File: src/rtl/instr_prefetch.sv
// Instruction prefetch stage: sequential word fetch over req/ack into a
// small FIFO, with redirect flush and a sticky underflow flag.
module instr_prefetch #(
  parameter int DEPTH  = 4,
  parameter int ADDR_W = 8,
  parameter int LVL_W  = 3
) (
  input  logic              clk,
  input  logic              reset,
  output logic              mem_req,
  output logic [ADDR_W-1:0] mem_addr,
  input  logic              mem_ack,
  input  logic [31:0]       mem_rdata,
  input  logic              rd_instr,
  output logic [31:0]       instrn,
  output logic              instrn_valid,
  input  logic              redirect,
  input  logic [ADDR_W-1:0] redirect_addr,
  output logic [LVL_W-1:0]  fifo_level,
  output logic              underflow
);

  localparam int PW = $clog2(DEPTH);
  localparam logic [LVL_W-1:0] FULL = LVL_W'(DEPTH);

  typedef enum logic [1:0] {
    IDLE,
    FETCH,
    DRAIN
  } state_t;

  state_t            state;
  state_t            state_d;
  logic [ADDR_W-1:0] fetch_pc;
  logic [ADDR_W-1:0] pc_d;
  logic [ADDR_W-1:0] addr_d;
  logic [ADDR_W-1:0] pc_inc;
  logic [PW-1:0]     wr_ptr;
  logic [PW-1:0]     rd_ptr;
  logic [31:0]       fifo_q [DEPTH];
  logic              pop;
  logic              push;
  logic [LVL_W-1:0]  lvl_pop;

  assign instrn_valid = (fifo_level != '0);
  assign instrn  = instrn_valid ? fifo_q[rd_ptr] : 32'h0;
  assign pop     = rd_instr && instrn_valid;
  assign lvl_pop = fifo_level - LVL_W'(pop);
  assign mem_req = (state != IDLE);
  assign pc_inc  = fetch_pc + ADDR_W'(1);

  always_comb begin
    state_d = state;
    pc_d    = fetch_pc;
    addr_d  = mem_addr;
    push    = 1'b0;
    unique case (state)
      IDLE: begin
        if (redirect) begin
          pc_d = redirect_addr;
        end else if (lvl_pop < FULL) begin
          state_d = FETCH;
          addr_d  = fetch_pc;
        end
      end
      FETCH: begin
        if (redirect) begin
          // Word in flight belongs to the old stream.
          pc_d = redirect_addr;
          if (mem_ack) addr_d = redirect_addr;
          else state_d = DRAIN;
        end else if (mem_ack) begin
          push = 1'b1;
          pc_d = pc_inc;
          if ((lvl_pop + LVL_W'(1)) < FULL) addr_d = pc_inc;
          else state_d = IDLE;
        end
      end
      DRAIN: begin
        if (redirect) pc_d = redirect_addr;
        if (mem_ack) begin
          state_d = FETCH;
          addr_d  = pc_d;
        end
      end
      default: state_d = IDLE;
    endcase
  end

  always_ff @(posedge clk) begin
    if (reset) begin
      state      <= IDLE;
      fetch_pc   <= '0;
      mem_addr   <= '0;
      wr_ptr     <= '0;
      rd_ptr     <= '0;
      fifo_level <= '0;
      underflow  <= 1'b0;
    end else begin
      state    <= state_d;
      fetch_pc <= pc_d;
      mem_addr <= addr_d;
      if (rd_instr && !instrn_valid) underflow <= 1'b1;
      if (redirect) begin
        wr_ptr     <= '0;
        rd_ptr     <= '0;
        fifo_level <= '0;
      end else begin
        if (push) wr_ptr <= wr_ptr + PW'(1);
        if (pop) rd_ptr <= rd_ptr + PW'(1);
        fifo_level <= lvl_pop + LVL_W'(push);
      end
    end
  end

  always_ff @(posedge clk) begin
    if (!reset && push) fifo_q[wr_ptr] <= mem_rdata;
  end

endmodule

File: config.mk
export PLATFORM = sky130hd
export DESIGN_NAME = instr_prefetch
export DESIGN_NICKNAME = d
export VERILOG_FILES = /design/src/rtl/instr_prefetch.sv
export SDC_FILE = /design/constraint.sdc
export NUM_CORES = 1
export LEC_CHECK = 0
export CORE_ASPECT_RATIO = 0.9
export CORE_MARGIN = 2
export CORE_UTILIZATION = 55
export CTS_CLUSTER_SIZE = 10
export DETAILED_ROUTE_END_ITERATION = 16
export PLACE_DENSITY = 0.82
export SLEW_MARGIN = 20
export SYNTH_ARGS = -nofsm -noshare
export SYNTH_HDL_FRONTEND = slang
export SYNTH_SLANG_ARGS = --single-unit
export TNS_END_PERCENT = 1
File: constraint.sdc
create_clock -name clk -period 3.3 [get_ports clk]
set_clock_uncertainty 0.15 [all_clocks]
set_input_delay 0.33 -clock clk [delete_from_list [all_inputs] [get_ports clk]]
set_output_delay 0.33 -clock clk [all_outputs]
set_load 0.005 [all_outputs]
==> results by group <==
Status
  • Status: completed

Clock network
  • Postcts setup bufs: 0
  • Clk slew on worst S/H paths: 0.06 ns
  • Longest Clk Path Bufs: 2
  • TritonCTS clock tree: yes
  • Cts repair resizes: 0
  • H-tree Lvls: 4
  • Worst-Skew Late Latency: 0.42 ns
  • Clock Sinks: 156
  • Hold_buf cts: 0
  • Root buffer cell: clkbuf_16
  • TritonCTS Buffers: 17

Power and ir drop
  • Switching share of total power: 24.9%
  • Pint: 0.00378 W
  • Worst vdd ir: 0.000352 V
  • Seq pwr share: 45.4%
  • Cell Pwr Density: 600 mW/mm²
  • Leakage: 2.80 nW
  • NetSw: 0.00125 W
  • Clock power share: 38.7%
  • Comb pwr share: 15.9%

Cells and area
  • Fill cells: 730
  • Nets@finish: 592
  • Layout cells sized above 1: 13.9%
  • Synth-to-Final Area Change: 26.1%
  • Antenna Diode Count: 0

Timing
  • Unrepaired setup endpoints after global routing: no
  • WHS: 0.320 ns
  • Fin. max-slew vios: 0
  • Max transition margin: 43.3%
  • Final worst-path cycle share: 85.4%
  • FMAX: 355 MHz
  • Tightest Pin Transition: 0.850 ns
  • Final setup fails: 0
  • Post-layout min period: 2.82 ns
  • Fin Setup TNS: 0 ns
  • Fin. Hold Viols: 0

Global routing
  • Global-route wire length before repair: 21500 µm
  • Antenna violations before repair: 0
  • Largest net degree at the start of global routing: 34
  • Vias in the first global route: 4091
  • Grt ovf: 0
  • Tot GR Track Use: 22.3%

Floorplanning
  • Die footprint: 0.0130 mm²
  • Die Wd: 120 µm
  • Chip height: 108 µm
  • Cell Rows: 38
  • Core Area: 0.0119 mm²
  • Starting Density: 55.6%
  • Num ports: 91

Synth
  • Synth Register Bits: 156
  • Cell variety after synth: 52
  • EDFF count, synth: 128
  • Yosys Warn Count: 0
  • Main synth FF type: edfxtp_1
  • Post-Syn Area: 0.00664 mm²
  • Synthesized area per cell: 15.2 µm²
  • Seq/Total Area, Yosys: 66.4%
  • Async S/R FF share, synth: 0%
  • Syn nets: 496
  • Synth Instances: 438

Hold path
  • Hold Path Origin: mem_addr[0]$_SDFFE_PP0P_
  • Min-Delay Path Class: reg -> reg
  • Hold depth: 2
  • Worst Hold Path EP: mem_addr[0]$_SDFFE_PP0P_

Drt
  • Via density: 5.70
  • Initial drt markers: 413
  • DR pass1 iterations: 5
  • Routed len/inst: 19.1 µm
  • DRT antenna net count: 0
  • Detailed-route wire length: 13500 µm
  • Residual DRC count: 0
  • DR vias: 4033

Critical path
  • Worst Path Arrival: 2.98 ns
  • R2R Path Start: fifo_level[2]$_SDFF_PP0_
  • Setup Crit Path Kind: reg -> reg
  • Crit path max fanout: 6
  • R2r worst-path depth: 10
  • Critical Path Start Type: flop
  • CP Data Required Time: 3.46 ns
  • Crit. End Element: flop
  • R2R Setup Slk: 0.48 ns
  • R2r endpoint: mem_addr[5]$_SDFFE_PP0P_
  • Worst Setup SP: fifo_level[2]$_SDFF_PP0_

Placed design
  • Hpwl dp: 8700 µm
  • I/O Buffers: 90
  • RePlAce Congestion: 0.920

Run
  • Max Cap Viol: 0
[power by group through the flow]
stage | Combinational [W] | Clock [W] | Sequential, W
3_3_place_gp | 0.000777 | 0 | 0.00232
4_1_cts | 0.000798 | 0.00197 | 0.00228
5_1_grt | 0.000881 | 0.00206 | 0.00229
2_1_floorplan | 0.000477 | 0 | 0.00230
3_5_place_dp | 0.000789 | 0 | 0.00232
6_report | 0.000800 | 0.00194 | 0.00228
[worst max-delay path by stage]
stage | end | depth (start not counted)
finish | mem_addr[5]$_SDFFE_PP0P_ | 10
global route | mem_addr[5]$_SDFFE_PP0P_ | 10
CTS | mem_addr[5]$_SDFFE_PP0P_ | 10
detailed placement | mem_addr[5]$_SDFFE_PP0P_ | 9
global placement | mem_addr[5]$_SDFFE_PP0P_ | 9
floorplan | mem_addr[5]$_SDFFE_PP0P_ | 10
[per-layer routing]
metal / global-route usage (%) / vias to the layer above / routed length (µm)
li1: - / 1885 / -
met1: 29.9 / 1966 / 5880
met2: 36.6 / 173 / 6640
met3: 5.75 / 9 / 918
met4: 6.22 / 0 / 93
met5: 0 / - / 0
[worst max-delay path: stages (launching register included)]
cell and delay, ns:
dfxtp_1 0.35, nor3_1 0.26, inv_1 0.09, and2_1 0.20
ha_1 0.19, ha_1 0.21, xor2_1 0.27, xnor2_1 0.23
o211ai_1 0.24, a221o_1 0.32, o221a_1 0.20
[cells in the final DEF, fill, tap and decap left out, drive strengths merged, types with 14 or more instances in the layout]
cell type,netlist,final
edfxtp,128,128
o21ai,14,14
clkdlybuf4s50,0,90
nand2,21,21
nor2,23,23
and2,39,39
a21oi,20,20
clkbuf,12,17
mux4,32,32
dfxtp,28,28
inv,21,25
[through the flow]
step	instance area (µm²)	total power, W	utilization [%]	cells	worst slack (ns)
finish	8370	0.00503	70.2	707	0.483
detailed placement	7780	0.00311	65.2	675	0.420
floorplan	6640	0.00278	-	438	0.684
global route	8370	0.00523	70.2	707	0.240
CTS	8370	0.00505	70.2	707	0.466
global placement	7780	0.00309	65.2	675	0.536
[Yosys cell counts (2+ instances only)]
master,count,share of area [%]
mux4_2,32,11
a22oi_1,2,0.23
nor4_1,3,0.28
a311oi_1,2,0.26
o211a_1,2,0.30
o41ai_1,2,0.26
a31oi_1,2,0.19
buf_4,2,0.23
inv_1,21,1.2
a211oi_1,4,0.45
and3_1,2,0.19
xnor2_1,8,1.1
ha_1,13,2.5
a221oi_1,3,0.40
nand2b_1,3,0.28
o21ai_0,12,0.90
and2_1,38,3.6
nand4_1,2,0.19
a22o_1,2,0.26
xor2_1,2,0.26
o31ai_1,3,0.34
nand2_1,21,1.2
buf_2,8,0.60
a21oi_1,19,1.4
dfxtp_1,28,8.4
nand3_1,5,0.38
nor2_1,23,1.3
o211ai_1,5,0.57
edfxtp_1,128,58
o21ai_1,2,0.15
clkbuf_1,12,0.68
o22ai_1,2,0.19
mux2i_1,2,0.30
or3_1,3,0.28
nor3_1,2,0.15
and4_1,2,0.26
[layout make-up]
cell class | count | area (µm²) | area share, %
flip-flops and latches | 156 | 4410 | 52.6
multi-input cells | 238 | 2060 | 24.6
repair buffers | 100 | 1040 | 12.4
clock buffers | 17 | 425 | 5.08
well taps | 160 | 200 | 2.39
clock inverters | 15 | 169 | 2.02
inverters | 21 | 78.8 | 0.941
[kinds of logic after synthesis]
kind of cell / after synthesis / share of synthesized area [%]
adders and majority gates: 13 / 2.45
and+or+nand+nor: 109 / 8.63
AOI/OAI and AO/OA: 71 / 7.16
DFF: 156 / 66.4
buffers and inverters: 44 / 2.75
muxes: 35 / 11.3
xor gates and xnor gates: 10 / 1.32
[state kept, by name, indices dropped and copies added (netlist names), named ones only]
register,count
mem_addr,8
wr_ptr,2
state,2
fifo_level,3
fetch_pc,8
underflow,1
fifo_q,128
rd_ptr,2
(Power assumes the default switching activity.)
